==> config.mk <==
export PLATFORM = sky130hd
export DESIGN_NAME = button_conditioner
export DESIGN_NICKNAME = d
export VERILOG_FILES = /design/src/rtl/combolock_pkg.sv /design/src/rtl/button_conditioner_debounce_ch.sv /design/src/rtl/button_conditioner.sv
export SDC_FILE = /design/constraint.sdc
export NUM_CORES = 1
export LEC_CHECK = 0
export CAP_MARGIN = 0
export CORE_MARGIN = 2
export CORE_UTILIZATION = 35
export DETAILED_ROUTE_END_ITERATION = 16
export GPL_TIMING_DRIVEN = 0
export PLACE_DENSITY = 0.65
export SLEW_MARGIN = 20
export SYNTH_ARGS = -nofsm -noshare
export SYNTH_HDL_FRONTEND = slang
export SYNTH_HIERARCHICAL = 1
export SYNTH_SLANG_ARGS = --single-unit
export TNS_END_PERCENT = 30
==> constraint.sdc <==
create_clock -name Clock -period 4.1 [get_ports Clock]
set_input_delay 0.82 -clock Clock [delete_from_list [all_inputs] [get_ports Clock]]
set_output_delay 0.82 -clock Clock [all_outputs]
set_load 0.02 [all_outputs]
==> src/rtl/combolock_pkg.sv <==
// Types and constants shared by the combination lock front end and the lock FSM.
package combolock_pkg;

   localparam logic BTN_PRESSED      = 1'b0;
   localparam int   DEBOUNCE_DEFAULT = 16;

   typedef logic [3:0] code_t;

endpackage

==> src/rtl/button_conditioner_debounce_ch.sv <==
// One button channel: two-flop synchroniser, stability counter and debounced state.
module debounce_ch
   import combolock_pkg::*;
#(
   parameter int DEBOUNCE_CYCLES = DEBOUNCE_DEFAULT
) (
   input  logic clk_i,
   input  logic rst_n_i,
   input  logic btn_i,
   output logic pressed_o
);

   localparam int            CW       = $clog2(DEBOUNCE_CYCLES + 1);
   localparam logic [CW-1:0] CNT_LAST = CW'(DEBOUNCE_CYCLES - 1);

   logic          s1_q, s2_q;
   logic          state_q, state_d;
   logic [CW-1:0] cnt_q, cnt_d;

   // Any sample agreeing with the debounced state restarts the count; the
   // count never passes CNT_LAST, so it cannot wrap.
   always_comb begin
      state_d = state_q;
      cnt_d   = '0;
      if (s2_q != state_q) begin
         if (cnt_q >= CNT_LAST) begin
            state_d = s2_q;
         end else begin
            cnt_d = cnt_q + 1'b1;
         end
      end
   end

   always_ff @(posedge clk_i or negedge rst_n_i) begin
      if (!rst_n_i) begin
         s1_q    <= ~BTN_PRESSED;
         s2_q    <= ~BTN_PRESSED;
         state_q <= ~BTN_PRESSED;
         cnt_q   <= '0;
      end else begin
         s1_q    <= btn_i;
         s2_q    <= s1_q;
         state_q <= state_d;
         cnt_q   <= cnt_d;
      end
   end

   assign pressed_o = (state_q == BTN_PRESSED);

endmodule

==> src/rtl/button_conditioner.sv <==
// Synchronises and debounces confirm/Change, emits one pulse per press, presents the code.
// Define CODE_SNAPSHOT_EN to latch the code only when a pulse fires.
module button_conditioner
   import combolock_pkg::*;
#(
   parameter int DEBOUNCE_CYCLES = DEBOUNCE_DEFAULT
) (
   input  logic  Clock,
   input  logic  Resetn,
   input  logic  confirm,
   input  logic  Change,
   input  logic  x3,
   input  logic  x2,
   input  logic  x1,
   input  logic  x0,
   output logic  confirmpulse,
   output logic  changepulse,
   output code_t code,
   output logic  confirm_held,
   output logic  change_held
);

   code_t sw_s1_q, sw_s2_q;
   logic  cf_held, ch_held;
   logic  cf_prev_q, ch_prev_q;
   logic  cf_pulse_q, cf_pulse_d;
   logic  ch_pulse_q, ch_pulse_d;

   debounce_ch #(.DEBOUNCE_CYCLES(DEBOUNCE_CYCLES)) u_confirm (
      .clk_i     (Clock),
      .rst_n_i   (Resetn),
      .btn_i     (confirm),
      .pressed_o (cf_held)
   );

   debounce_ch #(.DEBOUNCE_CYCLES(DEBOUNCE_CYCLES)) u_change (
      .clk_i     (Clock),
      .rst_n_i   (Resetn),
      .btn_i     (Change),
      .pressed_o (ch_held)
   );

   // Confirm wins a same-edge tie; the Change press is swallowed for good
   // because its rising edge is only seen once.
   always_comb begin
      cf_pulse_d = cf_held & ~cf_prev_q;
      ch_pulse_d = ch_held & ~ch_prev_q & ~cf_pulse_d;
   end

   always_ff @(posedge Clock or negedge Resetn) begin
      if (!Resetn) begin
         sw_s1_q    <= '0;
         sw_s2_q    <= '0;
         cf_prev_q  <= 1'b0;
         ch_prev_q  <= 1'b0;
         cf_pulse_q <= 1'b0;
         ch_pulse_q <= 1'b0;
      end else begin
         sw_s1_q    <= {x3, x2, x1, x0};
         sw_s2_q    <= sw_s1_q;
         cf_prev_q  <= cf_held;
         ch_prev_q  <= ch_held;
         cf_pulse_q <= cf_pulse_d;
         ch_pulse_q <= ch_pulse_d;
      end
   end

`ifdef CODE_SNAPSHOT_EN
   code_t code_q, code_d;

   // Loaded on the same edge the pulse register rises, so code is valid with the pulse.
   always_comb begin
      code_d = code_q;
      if (cf_pulse_d || ch_pulse_d) code_d = sw_s2_q;
   end

   always_ff @(posedge Clock or negedge Resetn) begin
      if (!Resetn) code_q <= '0;
      else         code_q <= code_d;
   end

   assign code = code_q;
`else
   assign code = sw_s2_q;
`endif

   assign confirmpulse = cf_pulse_q;
   assign changepulse  = ch_pulse_q;
   assign confirm_held = cf_held;
   assign change_held  = ch_held;

endmodule

==> metrics.md, run 1 <==
| Metric | Value |
|---|---|
| Status | completed |
| Cts hold-fix bufs | 0 |
| Iter 0 DRT Violations | 5 |
| Post-synthesis cell type count | 16 |
| Synth Register Bits | 28 |
| Core area | approximately 0.0027 mm² |
| DRC | 0 |
| Worst-Skew Late Latency | 0.31 ns |
| P_int | 0.341 mW |
| Post-CTS Resized | 0 |
| Clock Power Share | ~25% |
| Min cycle time layout | around 2.3 ns |
| Clk sinks | 28 |
| Root Buffer | clkbuf_4 |
| Worst r2r src | u_change/cnt_q[0] |
| Hold Startpoint | sw_s1_q[3] |
| Routed WL | roughly 1300 µm |
| DP HPWL | about 940 µm |
| First-pass GRT wire length | around 2300 µm |
| Rows | 19 |
| Largest family of logic cells by synthesized area | simple AND/OR/NAND/NOR gates |
| Worst endpoint data arrival time | approximately 1.5 ns |
| Worst-case clock buffer depth | 2 |
| Commonest non-fill, non-tap cell in the layout | dfrtp_1 |
| Vias/cell | roughly 4.6 |
| Worst-path clk slew | 0.13 ns |
| CTS tree | built |
| Final Skew | 0.00489 ns |
| Syn_nets | 80 |
| CP max stage cell | dfstp_2 |
| Crit path kind | flip-flop to output port |
| Crit-path leading delay family | buffers and inverters |
| Largest net degree at the start of global routing | 29 |
| Final-report max-slew violation count | 0 |
| WL per Instance | 10.8 µm |
| Mapped Area | about 970 µm² |
| GRT Residual Overflow | 0 |
| Net Sw Frac | 21.0% |
| Period utilization | between 50% and 60% |
| Die X | 56.7 µm |
| Synth Area in Compound Gates | approximately 1.3% |
| # Max-Cap Violations | 0 |
| Synth Warn # | 6 |
| Reg power frac | about two thirds |
| Initial antenna violation count | 0 |
| DIE HEIGHT | ~57 µm |
| Seq/Total Area, Yosys | between 70% and 80% |
| Antenna Cells | 0 |
| Initial core utilization | between 30% and 40% |
| Startpoint Class | flip-flop |
| Mux cell area share after synthesis | 2.32% |
| Peak VDD IR | between 0.2 and 0.3 mV |
| RSZ-0062 raised after global routing | no |
| Tot GR Track Use | roughly a tenth |
| CTS Buf Count | 3 |
| Worst slew margin relative to its limit | just over 60% |
| Syn Inst Count | 68 |
| Die area | 0.00322 mm² |
| # H-tree levels | 1 |
| Fin. Hold Viols | 0 |
| Crit path max fanout | 3 |
| Post-CTS Setup Inserts | 0 |
| Port buffer count | 15 |
| Pre-antenna DRT Iters | 4 |
| XOR/XNOR share of the synthesized area | between 3 and 4% |
| Layout area overhead | 21.6% |
| Pwr dens | ~360 mW/mm² |
| Hold/Removal Path Class | flip-flop to flip-flop |
| NumNets Final | 100 |
| Setup violators final | 0 |
| Power share of the combinational group | about 6.7% |
| Crit path from | u_confirm/state_q |
| Fmax | ~440 MHz |
| Antenna-violating nets left | 0 |
| WP buf/inv | 2 |
| Vias in the first global route | approximately 540 |
| Via count | between 500 and 600 |
| Final GP Congestion | between 0.6 and 0.7 |
| P_sw | around 0.09 mW |
| Crit-path max cell delay | roughly 0.57 ns |
| Most frequent cells in the layout | dfrtp_1 (22), clkdlybuf4s50_1 (14), nor2_1 (10) |
| TNS Setup | 0 ns |
| Fraction of layout cells with a size suffix above 1 | 13.8% |
| P_leak | roughly 0.55 nW |
| Top Ports | 16 |
| Simple-Gate Fraction of Synth Area | between 10% and 20% |
| WHS | ~0.36 ns |
| Total power | between 0.4 and 0.5 mW |
| Critical Path RT | 3.28 ns |
| Adder-cell share of the synthesized area | just over 5% |
| Worst-Margin Slew | roughly 0.57 ns |
| Syn_area_per_cell | around 14 µm² |
| Critical Path, Cell by Cell | inv_1, clkdlybuf4s50_1 |
| CP endpoint kind | output port |
==> power by group through the flow <==
stage               registers [mW]  logic, mW  clock network [mW]
floorplan                    0.302    0.00970                   0
global placement             0.300     0.0298                   0
detailed placement           0.301     0.0298                   0
CTS                          0.296     0.0300               0.114
global route                 0.298     0.0336               0.125
finish                       0.296     0.0291               0.107
==> per-stage QoR <==
| step | setup WS [ns] | area, µm² | utilization, % | instances |
|---|---|---|---|---|
| after floorplan | 2.61 | 972 | - | 68 |
| after global placement | 1.87 | 1160 | 43.2 | 114 |
| after detailed placement | 2.16 | 1160 | 43.0 | 114 |
| after CTS | 1.79 | 1180 | 44.0 | 118 |
| after global routing | 1.73 | 1180 | 44.0 | 118 |
| final | 1.81 | 1180 | 44.0 | 118 |
==> worst paths after layout <==
| check | end | slack [ns] | cells after the start |
|---|---|---|---|
| setup / recovery | confirm_held | 1.81 | 2 |
| hold / removal | code[3] | 0.36 | 0 |
| setup reg to reg | u_change/state_q | 2.50 | 6 |
| hold reg to reg | code[3] | 0.36 | 0 |
| max in group asynchronous | u_confirm/s1_q | 3.24 | 1 |
| min in group asynchronous | code[2] | 0.48 | 1 |
==> cells in the mapped netlist <==
master / n / area [µm²]
xnor2_1: 2 / 17.5
nor2b_4: 1 / 13.8
and3_1: 2 / 12.5
mux2_1: 2 / 22.5
nor2_1: 10 / 37.5
dfstp_2: 6 / 158
xor2_1: 2 / 17.5
nor3b_2: 1 / 12.5
nand2_1: 2 / 7.51
nor3b_1: 2 / 15.0
dfrtp_1: 22 / 551
a31oi_1: 2 / 12.5
inv_1: 6 / 22.5
ha_1: 4 / 50.1
nand3_1: 2 / 10.0
nand4_1: 2 / 12.5
==> cells by family (layout without fill, tap and decap cells) <==
| group | Yosys count | after routing |
|---|---|---|
| xor+xnor | 4 | 4 |
| mux | 2 | 2 |
| fa+ha+maj | 4 | 4 |
| flops | 28 | 28 |
| compound gates | 2 | 2 |
| buf+inv | 6 | 25 |
| simple gates | 22 | 22 |
==> per-layer routing <==
layer | GRT usage, % | wire length, µm
met1 | 12.6 | 558
met2 | 14.0 | 600
met3 | 3.46 | 110
met4 | 3.06 | 0
met5 | 0 | 0
==> area by class of cell <==
class	instances	area, µm²
clock buffers	4	26.3
fillers	260	1500
inverters	6	22.5
multi-input cells	34	241
flip-flops and latches	28	708
well taps	31	38.8
repair buffers	15	145
==> state kept, by name, indices dropped and copies added, names as in the netlist, 4 cells and up <==
register and flops:
u_confirm/cnt_q 5, sw_s1_q 4, u_change/cnt_q 5, code 4
(Power assumes the default switching activity.)
==> run 2, diff against run 1 <==
--- a/config.mk
+++ b/config.mk
@@ -10,7 +10,7 @@
 export CORE_UTILIZATION = 35
 export DETAILED_ROUTE_END_ITERATION = 16
 export GPL_TIMING_DRIVEN = 0
-export PLACE_DENSITY = 0.65
+export PLACE_DENSITY = 0.67
 export SLEW_MARGIN = 20
 export SYNTH_ARGS = -nofsm -noshare
 export SYNTH_HDL_FRONTEND = slang
==> constraint.sdc (replaced) <==
create_clock -name Clock -period 2 [get_ports Clock]
set_input_delay 0.4 -clock Clock [delete_from_list [all_inputs] [get_ports Clock]]
set_output_delay 0.4 -clock Clock [all_outputs]
set_load 0.02 [all_outputs]
==> metrics.md, run 2 (synthesis results as in run 1) <==
| Metric | Value |
|---|---|
| Crit path max fanout | 3 (unchanged) |
| Period utilization | between 90 and 100% |
| Startpoint Class | flip-flop |
| Reg area | 708 µm² (unchanged) |
| Worst reg2reg setup slack | 0.38 ns (-2.12 ns) |
| Critical Path RT | 1.60 ns (-1.68 ns) |
| R2r endpoint | u_change/state_q |
| Initial core utilization | 36.2% (unchanged) |
| Worst-case clock buffer depth | 2 (unchanged) |
| Fill count | 262 (+0.77%) |
| Min cycle time layout | approximately 1.9 ns |
| Worst slew margin relative to its limit | 61.0% (-1.2 points) |
| Worst endpoint data arrival time | 1.47 ns (about the same) |
| Fmax | 536 MHz |
| Power share of the combinational group | 6.8% (about the same) |
| Top Ports | 16 (unchanged) |
| Commonest non-fill, non-tap cell in the layout | dfrtp_1 |
| Layout area overhead | 21.6% (unchanged) |
| Most frequent cells in the layout | dfrtp_1 (22), clkdlybuf4s50_1 (14), nor2_1 (10) |
| Setup violators final | 0 (unchanged) |
| Design area | 0.00118 mm² (unchanged) |
| Worst r2r src | u_change/cnt_q[0] |
| Status | completed |
| Pwr dens | 753 mW/mm² (+110%) |
| Vias/cell | 4.58 (+0.19%) |
| Footprint of the multi-input gates | 241 µm² (unchanged) |
| Antenna-violating nets left | 0 (unchanged) |
| # H-tree levels | 1 (unchanged) |
| Worst Reg-to-Reg Cells | 6 (unchanged) |
| Vias in the first global route | 549 (+2.6%) |
| Rows | 19 (unchanged) |
| Largest net degree at the start of global routing | 29 (unchanged) |
| Fraction of layout cells with a size suffix above 1 | 13.8% (unchanged) |
| Iter 0 DRT Violations | 0 (-5) |
| Final Skew | 0.00483 ns (-0.0000590 ns) |
| First-pass GRT wire length | 2390 µm (+3.6%) |
| Antenna Cells | 0 (unchanged) |
| Worst-path clk slew | 0.14 ns (about the same) |
| Peak VDD IR | 0.538 mV (+100%) |
| Post-CTS Resized | 0 (unchanged) |
| Initial antenna violation count | 0 (unchanged) |
| Final core occ | 44.0% (unchanged) |
| Pre-antenna DRT Iters | 1 (-3) |
| P_sw | 0.190 mW (+110%) |
| TNS Setup | 0 ns (unchanged) |
| Largest regs | u_change/cnt_q x5, u_confirm/cnt_q x5 |
| Hold/Removal Path Class | primary input to async pin |
| P_leak | 0.551 nW (unchanged) |
| Reg power frac | 68.1% (-0.4 points) |
| Port buffer count | 15 (unchanged) |
| Die area | 0.00322 mm² (unchanged) |
| GRT Residual Overflow | 0 (unchanged) |
| Routed WL | 1270 µm (-0.24%) |
| Worst-Margin Slew | 0.585 ns (+0.0185 ns) |
| Post-CTS Setup Inserts | 0 (unchanged) |
| # Max-Cap Violations | 0 (unchanged) |
| Core area | 0.00269 mm² (unchanged) |
| Fin. Hold Viols | 0 (unchanged) |
| CP endpoint kind | output port |
| P_int | 0.700 mW (+110%) |
| DIE HEIGHT | 56.7 µm (unchanged) |
| Clock Power Share | 25.2% (+0.4 points) |
| RSZ-0062 raised after global routing | no |
| Crit path kind | flip-flop to output port |
| DRC | 0 (unchanged) |
| Clk sinks | 28 (unchanged) |
| CTS tree | built |
| Net Sw Frac | 21.4% (+0.43 points) |
| Cts hold-fix bufs | 0 (unchanged) |
| Cell Area, Placed | 0.00116 mm² (unchanged) |
| Die X | 56.7 µm (unchanged) |
| CTS Buf Count | 3 (unchanged) |
| Final-report max-slew violation count | 0 (unchanged) |
| Tot GR Track Use | 9.89% (+0.54 points) |
| Final GP Congestion | 0.655 (-5.4%) |
| Worst-Skew Late Latency | 0.31 ns (about the same) |
| Root Buffer | clkbuf_4 |
| NumNets Final | 100 (unchanged) |
| Via count | 540 (+0.19%) |
| WL per Instance | 10.7 µm (-0.24%) |
[run 2: cell counts in the layout (fill, tap and decap cells not counted)]
No cell type changed its count.
[run 2: how the worst max path moves through the flow]
stage	start	end	cells past startpoint
final	u_confirm/state_q	confirm_held	2
after CTS	u_confirm/state_q	confirm_held	2
after global placement	Resetn	u_confirm/cnt_q[2]	1
after global routing	u_change/state_q	change_held	2
after detailed placement	u_change/cnt_q[0]	u_change/state_q	6
after floorplan	u_change/cnt_q[0]	u_change/state_q	6
[run 2: layout make-up]
class / count / share of cell area, %
Sequential cell: 28 / 59.9
Multi-Input combinational cell: 34 / 20.4
Timing Repair Buffer: 15 / 12.3
Tap cell: 31 / 3.28
Clock buffer: 4 / 2.22
Inverter: 6 / 1.90
[run 2: power groups by stage]
stage               Sequential, mW  Clock [mW]  Combinational, mW
floorplan                    0.619           0             0.0199
global placement             0.615           0             0.0608
detailed placement           0.616           0             0.0619
CTS                          0.606       0.240             0.0623
global route                 0.610       0.263             0.0680
finish                       0.606       0.224             0.0603
[run 2: critical path: stages (launching register included)]
cell and delay, ns:
dfstp_2 0.57, inv_1 0.06, clkdlybuf4s50_1 0.53
[run 2: metrics by stage]
step | power (mW) | hold slack (ns) | worst slack, ns | cells
after floorplan | 0.639 | 0.104 | 0.511 | 68
after global placement | 0.676 | 0.334 | 0.187 | 114
after detailed placement | 0.678 | 0.336 | 0.395 | 114
after CTS | 0.908 | 0.0821 | 0.0994 | 118
after global routing | 0.942 | 0.0841 | 0.0538 | 118
final | 0.890 | 0.0688 | 0.134 | 118
[run 2: metal layers]
layer  wire, µm  up-vias  track usage [%]
li1           -      258                -
met1        578      266             12.8
met2        611       14             14.3
met3         66        2             3.23
met4         10        0             6.12
met5          0        -                0
==> edit 1 (config.mk and constraints of run 2) <==
Change the package constant `DEBOUNCE_DEFAULT` from 16 to 8.
--- a/src/rtl/combolock_pkg.sv
+++ b/src/rtl/combolock_pkg.sv
@@ -2,7 +2,7 @@
 package combolock_pkg;
 
    localparam logic BTN_PRESSED      = 1'b0;
-   localparam int   DEBOUNCE_DEFAULT = 16;
+   localparam int   DEBOUNCE_DEFAULT = 8;
 
    typedef logic [3:0] code_t;
 
Formal check against the unedited RTL: no difference found for any inputs over 10 cycles, from zero or initial values and one cycle with Resetn low; that may be too few to reach the edited logic, so the function may still have changed.
==> edit 1 against run 2 <==
Core utilization grew 4.3 points. Register-to-register slack gained 380 ps. Largest cell class unchanged. Sequential cell count shrank 2. Highest routed layer is now met3. Non-clock buffer count is the same. Routed wire length shrank 15%. Worst setup slack lost 35 ps. Critical path type unchanged. Cell area shrank 7.8%. Area after synthesis shrank 12%.
Power is not compared: it rests on default switching activity, and its combinational part moved more than twofold at a synthesized area within 25%.
==> edit 1: results (changes against run 2) <==
grt:
  track_usage_pct: 9.96  # +0.065 points
  grt_pass1_wl_mm: 1.92  # -20%
  grt_max_degree: 27  # -6.9%
clock_tree:
  clk_path_buf_depth: 2  # unchanged
  htreeDepth: 1  # unchanged
  cts_repair_resize_count: 0  # unchanged
worst_setup_path:
  reg2reg_from: "u_confirm/cnt_q[0]"
  r2r_end: "u_confirm/state_q"
  slowest_stage: "dfstp_2"
  arrival_ps: 1500  # +30 ps
  rrSetupSlack_ps: 760  # +380 ps
  r2r_cells: 3  # -3
logic_synthesis:
  synth_commonest_cells: "20 x dfrtp_1, 6 x dfstp_2, 6 x nor3_1"
  synth_nets: 60  # -25%
  syn_area_per_cell_sq_um: 17.1  # +20%
  ys_seq_area_share_pct: 76.8  # +3.9 points
  synth_cell_types: 13  # -3
  synth_area_leaders: "dfrtp_1 58%, dfstp_2 18%, nor3_1 3.5%"
power:
  cellLeakagePower_uw: 0.000478
route:
  firstDrtPassIters: 4  # +3
  drt-total-wl_mm: 1.08  # -15%
  vias: 441  # -18%
  drtIter0Drc: 7  # +7
cells_and_area:
  nFillCells: 210  # -20%
  nNetsFinal: 80  # -20%
timing:
  finClkSkew_ps: 3.29  # -1.53 ps
outcome:
  status: "finished clean"
place:
  dp.cells: 93  # -18%
  placed_cell_area_sq_mm: 0.00104  # -9.8%
  gp_congestion: 0.683  # +4.3%
==> edit 1: kinds of logic after synthesis <==
logic type	share of synthesized area [%]
muxes	3.50
buffers and inverters	0.876
xor gates and xnor gates	2.04
adders and majority gates	2.92
and+or+nand+nor	10.4
DFF	76.8
AOI/OAI and AO/OA	3.50
==> edit 1: report_power, final <==
part	internal [uW]	switching, uW
clock network	203	144
logic	158	132
registers	639	64.7
==> edit 1: final cells by class <==
type / count / area [sq um] / area share, %
repair buffers: 15 / 145 / 13.3
well taps: 28 / 35.0 / 3.21
flip-flops and latches: 26 / 658 / 60.4
inverters: 2 / 7.51 / 0.689
clock buffers: 3 / 22.5 / 2.07
clock inverters: 1 / 30.0 / 2.76
multi-input cells: 22 / 191 / 17.6
==> edit 1: worst max-delay path by stage <==
stage / end / slack (ps) / depth (start not counted)
final: confirm_held / 100 / 2
after floorplan: u_change/state_q / 820 / 3
after detailed placement: u_confirm/cnt_q[0] / 250 / 1
after global routing: change_held / 20 / 2
after global placement: u_confirm/cnt_q[1] / 300 / 1
after CTS: confirm_held / 70 / 2
==> edit 1: metal layers <==
metal	global-route usage, %	up-vias	routed length [microns]
met5	0	-	0
met4	3.85	0	0
met3	5.93	0	83
met2	14.8	17	495
met1	11.6	220	500
li1	-	204	-
==> edit 1: through the flow <==
stage	hold WS, ps	power (uW)
2_1_floorplan	104	887
3_3_place_gp	335	996
3_5_place_dp	338	1010
4_1_cts	369	1360
5_1_grt	60.1	1430
6_report	39.3	1340
==> edit 2 (config.mk and constraints of run 2) <==
Without the edit above. Register the inputs `confirm`, `Change`, `x3`, `x2`, `x1` and `x0` before use, cleared by the reset. The logic sees them one clock later.
--- a/src/rtl/button_conditioner.sv
+++ b/src/rtl/button_conditioner.sv
@@ -20,6 +20,31 @@
    output logic  change_held
 );
 
+   logic confirm_q;
+   logic Change_q;
+   logic x3_q;
+   logic x2_q;
+   logic x1_q;
+   logic x0_q;
+
+   always_ff @(posedge Clock or negedge Resetn) begin
+      if (!Resetn) begin
+         confirm_q <= '0;
+         Change_q  <= '0;
+         x3_q      <= '0;
+         x2_q      <= '0;
+         x1_q      <= '0;
+         x0_q      <= '0;
+      end else begin
+         confirm_q <= confirm;
+         Change_q  <= Change;
+         x3_q      <= x3;
+         x2_q      <= x2;
+         x1_q      <= x1;
+         x0_q      <= x0;
+      end
+   end
+
    code_t sw_s1_q, sw_s2_q;
    logic  cf_held, ch_held;
    logic  cf_prev_q, ch_prev_q;
@@ -29,14 +54,14 @@
    debounce_ch #(.DEBOUNCE_CYCLES(DEBOUNCE_CYCLES)) u_confirm (
       .clk_i     (Clock),
       .rst_n_i   (Resetn),
-      .btn_i     (confirm),
+      .btn_i     (confirm_q),
       .pressed_o (cf_held)
    );
 
    debounce_ch #(.DEBOUNCE_CYCLES(DEBOUNCE_CYCLES)) u_change (
       .clk_i     (Clock),
       .rst_n_i   (Resetn),
-      .btn_i     (Change),
+      .btn_i     (Change_q),
       .pressed_o (ch_held)
    );
 
@@ -56,7 +81,7 @@
          cf_pulse_q <= 1'b0;
          ch_pulse_q <= 1'b0;
       end else begin
-         sw_s1_q    <= {x3, x2, x1, x0};
+         sw_s1_q    <= {x3_q, x2_q, x1_q, x0_q};
          sw_s2_q    <= sw_s1_q;
          cf_prev_q  <= cf_held;
          ch_prev_q  <= ch_held;
Behaviour: not the same (Yosys sat finds a counterexample within 4 cycles, from zero or initial values and one cycle with Resetn low).
==> edit 2 against run 2 <==
Power grew 28%. Sequential cell count is 6 higher. Highest routed layer unchanged. Fmax decreased by 1.2%. First-iteration DRC count increased by 9. Routed wire length grew 17%. Cell area rose by 16%. Area after synthesis up 15%. Non-clock buffer count stayed put. Clock skew fell by 0.63 ps. Sequential power up 21%. Largest cell class unchanged. Worst hold slack gained 41 ps. Worst setup slack worse by 22 ps. Critical endpoint is now change_held.
==> edit 2: results (changes against run 2) <==
grt:
  use_met2_pct: 15.5  # +1.2 points
  grt_max_degree: 35  # +21%
  grt_use_met3_pct: 7.04  # +3.8 points
  grt_pass1_vias: 602  # +9.7%
  use_met1_pct: 9.65  # -3.1 points
  track_usage_pct: 10.2  # +0.30 points
worst_setup_path:
  arrival_ps: 1490  # +20 ps
  worstSetupStartpoint: "u_change/state_q"
logic_synthesis:
  ys_seq_area_share_pct: 76.5  # +3.6 points
  synth_area_leaders: "dfrtp_1 62%, dfstp_2 14%, ha_1 4.5%"
  muxShareOfSynthArea_pct: 2.01  # -0.31 points
  synth_compound_area_share_pct: 1.11  # -0.17 points
  synth-xor-area-share_pct: 3.12  # -0.48 points
  synth_nets: 86  # +7.5%
  syn_area_per_cell_sq_um: 15.2  # +6.1%
  synth_fa_ha_area_share_pct: 4.46  # -0.69 points
timing:
  finClkSkew_ps: 4.20  # -0.629 ps
  timing.fmax_mhz: 530  # -1.2%
power:
  internal_power_uw: 882  # +26%
  vdd_drop_max_mv: 0.295  # -45%
  powerDensity_mw_per_mm2: 832  # +11%
  clkPwrFrac_pct: 30.4  # +5.2 points
  combPwrFrac_pct: 5.4  # -1.4 points
  cellLeakagePower_uw: 0.000638  # +16%
outcome:
  status: "finished clean"
place:
  pre_cts_slack_ps: 399  # +3.69 ps
  placed_cell_area_sq_mm: 0.00132  # +14%
  gp_congestion: 0.687  # +4.9%
  dp.cells: 133  # +17%
clock_tree:
  clk_latency_ps: 330  # +20 ps
  cts_sinks: 34  # +21%
  clk_pin_slew_ps: 100  # -40 ps
  numCtsBuffers: 5  # +2
route:
  wl_met3_microns: 109  # +65%
  drt-total-wl_mm: 1.48  # +17%
  wl_met1_microns: 609  # +5.4%
  firstDrtPassIters: 2  # +1
  via_per_inst: 4.22  # -7.8%
cells_and_area:
  ff_latch_area_sq_um: 858  # +21%
  nFillCells: 283  # +8.0%
  clkCellAreaFrac_pct: 3.73  # +1.5 points
  n_clock_buffer: 6  # +2
  nonClkBufAreaFrac_pct: 10.6  # -1.7 points
  layout-drive-gt1-share_pct: 16.5  # +2.7 points
  multi_input_area_share_pct: 17.6  # -2.8 points
  stdcell_count: 141  # +19%
  areaGrowthSynthToFinish_pct: 22.4
floorplanning:
  core-area_sq_mm: 0.00305  # +14%
-- edit 2: changes by cell type after synthesis --
cell            run 2  this run
dfrtp_1            22        28
-- edit 2: cell families (layout without fill, tap and decap cells) --
| logic type | after synthesis | count (layout) |
|---|---|---|
| buf+inv | 6 | 29 |
| compound gates | 2 | 2 |
| fa+ha+maj | 4 | 4 |
| xor+xnor | 4 | 4 |
| simple gates | 22 | 22 |
| mux | 2 | 2 |
| flops | 34 | 34 |
-- edit 2: worst min path at each step --
stage | from | endpoint | slack, ps | cells past startpoint
after floorplan | Resetn | Change_q | 100 | 0
after global placement | sw_s1_q[1] | code[1] | 330 | 0
after detailed placement | sw_s1_q[0] | code[0] | 330 | 0
after CTS | Resetn | code[3] | 120 | 1
after global routing | Resetn | u_confirm/cnt_q[2] | 140 | 1
final | Resetn | code[3] | 110 | 1
-- edit 2: critical path, stage by stage (launching register included) --
cell and delay (ps):
dfstp_2 560, inv_1 70, clkdlybuf4s50_1 540
